===== config.mk =====
export PLATFORM = sky130hd
export DESIGN_NAME = edge_event_capture
export DESIGN_NICKNAME = d
export VERILOG_FILES = /design/src/rtl/edge_event_capture.sv
export SDC_FILE = /design/constraint.sdc
export NUM_CORES = 1
export LEC_CHECK = 0
export CAP_MARGIN = 20
export CELL_PAD_IN_SITES_DETAIL_PLACEMENT = 2
export CELL_PAD_IN_SITES_GLOBAL_PLACEMENT = 2
export CORE_MARGIN = 2
export CORE_UTILIZATION = 33
export CTS_BUF_LIST = sky130_fd_sc_hd__clkbuf_4 sky130_fd_sc_hd__clkbuf_8
export DETAILED_ROUTE_END_ITERATION = 8
export PLACE_DENSITY = 0.95
export SETUP_SLACK_MARGIN = 0.4
export SLEW_MARGIN = 10
export SYNTH_ARGS = -nofsm -noshare
export SYNTH_HDL_FRONTEND = slang
export SYNTH_SLANG_ARGS = --single-unit

===== constraint.sdc =====
create_clock -name clk -period 3 [get_ports clk]
set_input_delay 0.9 -clock clk [delete_from_list [all_inputs] [get_ports clk]]
set_output_delay 0.9 -clock clk [all_outputs]
set_load 0.03 [all_outputs]

===== src/rtl/edge_event_capture.sv =====
// rtl/edge_event_capture.sv - multi-channel synchronised edge detector with sticky status, irq and event counter
// Optional per-channel glitch filter compiled in with `define EDGE_FILTER_EN.
module edge_event_capture #(
    parameter int DATA_WIDTH  = 8,
    parameter int SYNC_STAGES = 2,
    parameter int FILT_CYCLES = 4,
    parameter int COUNT_WIDTH = 16
) (
    input  logic                    clk,
    input  logic                    rst_n,
    input  logic                    en,
    input  logic [DATA_WIDTH-1:0]   in,
    input  logic [2*DATA_WIDTH-1:0] mode,
    input  logic [DATA_WIDTH-1:0]   clr,
    input  logic [DATA_WIDTH-1:0]   irq_mask,
    input  logic                    cnt_clr,
    output logic [DATA_WIDTH-1:0]   pulse_out,
    output logic [DATA_WIDTH-1:0]   status,
    output logic                    irq,
    output logic [COUNT_WIDTH-1:0]  evt_count
);

    logic [DATA_WIDTH-1:0] r_sync [SYNC_STAGES];
    logic [DATA_WIDTH-1:0] r_prev;
    logic [DATA_WIDTH-1:0] w_s;
    logic [DATA_WIDTH-1:0] w_f;
    logic [DATA_WIDTH-1:0] w_rise;
    logic [DATA_WIDTH-1:0] w_fall;
    logic [DATA_WIDTH-1:0] w_sel;
    logic                  w_any;

    always_ff @(posedge clk or negedge rst_n) begin
        if (!rst_n) begin
            for (int i = 0; i < SYNC_STAGES; i++) begin
                r_sync[i] <= '0;
            end
        end else begin
            r_sync[0] <= in;
            for (int i = 1; i < SYNC_STAGES; i++) begin
                r_sync[i] <= r_sync[i-1];
            end
        end
    end

    assign w_s = r_sync[SYNC_STAGES-1];

`ifdef EDGE_FILTER_EN
    localparam int FW = (FILT_CYCLES > 1) ? $clog2(FILT_CYCLES) : 1;
    localparam logic [FW-1:0] FILT_MAX = FW'(FILT_CYCLES - 1);

    logic [FW-1:0]         r_cnt [DATA_WIDTH];
    logic [DATA_WIDTH-1:0] r_filt;

    // A new level is accepted only after it has differed for FILT_CYCLES consecutive cycles.
    always_ff @(posedge clk or negedge rst_n) begin
        if (!rst_n) begin
            r_filt <= '0;
            for (int ch = 0; ch < DATA_WIDTH; ch++) begin
                r_cnt[ch] <= '0;
            end
        end else begin
            for (int ch = 0; ch < DATA_WIDTH; ch++) begin
                if (w_s[ch] == r_filt[ch]) begin
                    r_cnt[ch] <= '0;
                end else if (r_cnt[ch] == FILT_MAX) begin
                    r_filt[ch] <= w_s[ch];
                    r_cnt[ch]  <= '0;
                end else begin
                    r_cnt[ch] <= r_cnt[ch] + 1'b1;
                end
            end
        end
    end

    assign w_f = r_filt;
`else
    assign w_f = w_s;
`endif

    assign w_rise = w_f & ~r_prev;
    assign w_fall = ~w_f & r_prev;

    always_comb begin
        w_sel = '0;
        for (int ch = 0; ch < DATA_WIDTH; ch++) begin
            case (mode[2*ch +: 2])
                2'b01:   w_sel[ch] = w_rise[ch];
                2'b10:   w_sel[ch] = w_fall[ch];
                2'b11:   w_sel[ch] = w_rise[ch] | w_fall[ch];
                default: w_sel[ch] = 1'b0;
            endcase
        end
    end

    assign w_any = |pulse_out;

    // prev tracks regardless of en so re-enabling never replays an old transition.
    always_ff @(posedge clk or negedge rst_n) begin
        if (!rst_n) begin
            r_prev    <= '0;
            pulse_out <= '0;
            status    <= '0;
            evt_count <= '0;
        end else begin
            r_prev    <= w_f;
            pulse_out <= en ? w_sel : '0;
            status    <= (status & ~clr) | pulse_out;
            if (cnt_clr) begin
                evt_count <= w_any ? COUNT_WIDTH'(1) : '0;
            end else if (w_any && (evt_count != {COUNT_WIDTH{1'b1}})) begin
                evt_count <= evt_count + 1'b1;
            end
        end
    end

    assign irq = |(status & irq_mask);

endmodule


-- Yosys cells after proc, flatten, opt, wreduce, memory -nomap -nowiden
Index checks and enable logic that the tools add are counted.
W data, S select, Z words.
- output and inout bits: 33
- logic and storage cells: 64
- register bits: 56
- muxes and demuxes: 12
- add/subtract/negate cells: 1
- equality and inequality tests: 25
- bitwise operators: 16
- reduce and logical (&&, ||, !) cells: 4
- operators with widths (operator ; number):
    $and A8 B8 Y8 ; 4
    $eq A2 B2 Y1 const B ; 16
    $mux W16 ; 2
    $not A8 Y8 ; 3
    $pmux W1 S3 ; 8
    $add A16 B1 Y16 const B ; 1
    $eq A2 B1 Y1 const B ; 8
    $ne A16 B16 Y1 const B ; 1
    $reduce_or A8 Y1 ; 2
    $mux W8 ; 1
    $or A1 B1 Y1 ; 8
    $or A8 B8 Y8 ; 1
    $reduce_bool A2 Y1 ; 1
    $logic_and A1 B1 Y1 ; 1
    $mux W1 ; 1

-- Logic depth before layout (Yosys ltp)
- depth after elaboration: 5
- depth in mapped cells: 7
- depth with buffers taken out: 6

-- Least setup slack after synthesis
No wires, ideal clock.
- path type: input to output
- start point: in irq_mask[2]
- end point: out irq
- slack: 706 ps
- required time: 2100 ps
- cell stages on the path: 2
- arrival: 1394 ps
- cell sequence: a22oi_1 > nand4_1
- cells in the longest elaborated chain, start to end: 2
- ends and longest elaborated chain (item ; RTL line ; RTL):
    from (decl) ; 15 ; input logic [DATA_WIDTH-1:0] irq_mask,
    $and A8 B8 Y8 ; 116 ; assign irq = |(status & irq_mask);
    $reduce_or A8 Y1 ; 116 ;
    to (decl) ; 19 ; output logic irq,
Every way passes these cells.

-- Worst setup path in the final report
- start point: in irq_mask[3]
- end point: out irq
The elaborated chain is that of the path after synthesis.

==> impl_metrics.json <==
{
  "status": "finished, final reports clean",
  "avgViaCountPerCell": 5.13,
  "synthArstFlopShare_pct": 100,
  "place_area_mm2": 0.00350,
  "reg2reg_slack_ns": 0.96,
  "critPathMaxFanout": 1,
  "final-hold-violation-count": 0,
  "synth_edf_count": 0,
  "synth_area_per_cell_um2": 10.9,
  "final_nets": 382,
  "synth.yosys.seq_area_share_pct": 53.2,
  "finalSetupViolCount": 0,
  "skew_ns": 0.0111,
  "hold_ws_ns": 0.358,
  "cp_slowest_cell": "dlygate4sd2_1",
  "synth.yosys.warnings": 0,
  "fmax_mhz": 392,
  "grt_pass1_wl_um": 12500,
  "cts_root_buffer": "clkbuf_8",
  "synth_cell_types": 36,
  "clk_latency_ns": 0.32,
  "hp-class": "reg -> reg",
  "ctsHtreeMaxLevel": 2,
  "cts_inserted_buffers": 5,
  "design_area_mm2": 0.00360,
  "postRouteAntennaNets": 0,
  "cp.required_ns": 2.10,
  "wirelength_um": 7380,
  "place.gp.congestion": 0.771,
  "final_core_util_pct": 46.5,
  "post_cts_buffers": 0,
  "drcViolationCount": 0,
  "syn_nets": 302,
  "hpwl_um": 5700,
  "drt_iter0_markers": 64,
  "internal_power_mw": 1.12,
  "min_period_ns": 2.55,
  "path_clk_slew_ns": 0.10,
  "syn2layout_area_growth_pct": 36.4,
  "period_share_pct": 85.1,
  "drv_slew": 0,
  "p_leak_nw": 1.65,
  "io_buffers": 76,
  "cts.sinks": 56,
  "die_h_um": 93.4,
  "grt_usage_pct": 18.3,
  "rr_worst_depth": 4,
  "slew-limit-headroom_pct": 51.3,
  "dr.pass1.iters": 4,
  "ys_dominant_reg_cell": "dfrtp_1",
  "antennaDiodeCount": 0,
  "num_io_pins": 77,
  "chipWidth_um": 93.4,
  "start_kind": "primary input",
  "dieArea_mm2": 0.00872,
  "cts.path.max_buffers": 2,
  "rows": 32,
  "grt-ovfl-total": 0,
  "worstSetupPathType": "in -> out",
  "p_seq_share_pct": 52.8,
  "wl_per_cell_um": 17.4,
  "cp_data_arrival_time_ns": 1.65,
  "power.ir.vdd_worst_v": 0.000236,
  "ys_ff_latch": 56,
  "grt_max_degree": 57,
  "switchingPower_mw": 0.479,
  "antenna_found_initial": 0,
  "holdPathStages": 0,
  "synth_area_mm2": 0.00264,
  "grt_setup_unrepaired": "false",
  "core-area_mm2": 0.00773,
  "via_count": 2174,
  "p_per_area_mw_per_mm2": 444,
  "maxCapViolations": 0,
  "pwr-share-clk_pct": 27.0,
  "cts_tree": "built",
  "layout-drive-gt1-share_pct": 7.45,
  "critPathMaxStageDelay_ns": 0.24,
  "start_util_pct": 34.1,
  "combPwrFrac_pct": 20.2,
  "fin_total_pwr_mw": 1.60,
  "end_kind": "output pin",
  "hold_buffers": 0,
  "path_cells": "dlygate4sd2_1, a22oi_2, nand4_1, buf_6",
  "synth_cells": 241,
  "tightest_slew_ns": 0.731,
  "grt_pass1_vias": 2429,
  "swShare_pct": 30.0
}
-- synthesized netlist by cell type (2+ instances only) --
cell,n,area (um^2)
dfrtp_1,56,1400
inv_1,36,135
a21oi_1,22,110
ha_1,17,213
nand2_1,11,41.3
nor2_1,11,41.3
nor2b_1,10,62.6
o31ai_1,10,75.1
a21o_1,8,60.1
mux2i_1,8,80.1
or4_1,8,60.1
nand4_1,5,31.3
a22oi_1,4,30.0
nand3_1,4,20.0
and4_1,3,26.3
and4_4,3,33.8
or3_1,3,18.8
mux2_1,2,22.5
o21ai_1,2,10.0
or4_4,2,22.5
-- per-layer routing --
| metal | global-route usage (%) | share of wire (%) | vias to the layer above |
|---|---|---|---|
| met1 | 21.7 | 41 | 1115 |
| met4 | 3.19 | 0.42 | 0 |
| met2 | 34.4 | 55 | 49 |
| met3 | 3.55 | 3.7 | 4 |
| met5 | 0 | 0 | - |
| li1 | - | - | 1006 |
-- through the flow --
step | worst slack [ns] | setup TNS (ns) | instances
after CTS | 0.448 | 0 | 424
after floorplan | 0.706 | 0 | 241
after global placement | -0.242 | -0.242 | 416
after global routing | 0.423 | 0 | 424
final | 0.447 | 0 | 424
after detailed placement | -0.244 | -0.244 | 416
-- worst max-delay path: cells and delay by family --
| kind | cells | cell delay (ns) |
|---|---|---|
| compound gates | 1 | 0.22 |
| buf+inv | 2 | 0.40 |
| simple gates | 1 | 0.13 |
-- power groups by stage --
stage / combinational, mW / sequential, mW / clock [mW]
floorplan: 0.107 / 0.896 / 0
global placement: 0.311 / 0.851 / 0
detailed placement: 0.328 / 0.857 / 0
CTS: 0.328 / 0.843 / 0.451
global route: 0.353 / 0.850 / 0.472
finish: 0.322 / 0.842 / 0.431
-- state kept, by name, indices dropped and copies added (netlist names) --
name and count:
evt_count 16, pulse_out 8, r_prev 8, r_sync 8
status 8, w_f 8
-- layout make-up --
type | count | area [um^2]
tap | 102 | 128
timing repair buffer | 78 | 762
clock buffer | 5 | 68.8
fill | 789 | 4130
multi-input combinational | 144 | 1080
inverter | 36 | 135
clock inverter | 3 | 22.5
sequential | 56 | 1400
-- layout by cell type (no fill, tap or decap), drive strengths merged, types with 10 or more instances in the layout --
cell,Yosys,routed
clkdlybuf4s50,0,66
dfrtp,56,56
inv,36,37
a21oi,22,22
ha,17,17
nor2,12,12
nand2,11,11
nor2b,10,10
o31ai,10,10
or4,10,10
-- final timing paths --
path / start / endpoint
worst max-delay path: irq_mask[3] / irq
worst min-delay path: r_sync[14]$_DFF_PN0_ / w_f[6]$_DFF_PN0_
worst max register to register: pulse_out[1]$_DFF_PN0_ / evt_count[5]$_DFFE_PN0P_
worst min register to register: r_sync[14]$_DFF_PN0_ / w_f[6]$_DFF_PN0_
max in group asynchronous: rst_n / evt_count[5]$_DFFE_PN0P_
min in group asynchronous: rst_n / w_f[4]$_DFF_PN0_
-- logic make-up (layout without fill, tap and decap cells) --
group	after synthesis	after routing	share of synthesized area, %
muxes	10	10	3.89
AOI/OAI and AO/OA	50	50	12.8
adders and majority gates	17	17	8.07
DFF	56	56	53.2
buffers and inverters	41	122	6.31
and+or+nand+nor	67	67	15.8
-- repair_timing --
action,4_1_cts,5_1_grt
hold endpoints to repair,0,0
endpoints found under the setup margin,1,0
gates resized for setup,17,0
Power figures use the tool's default switching activity.
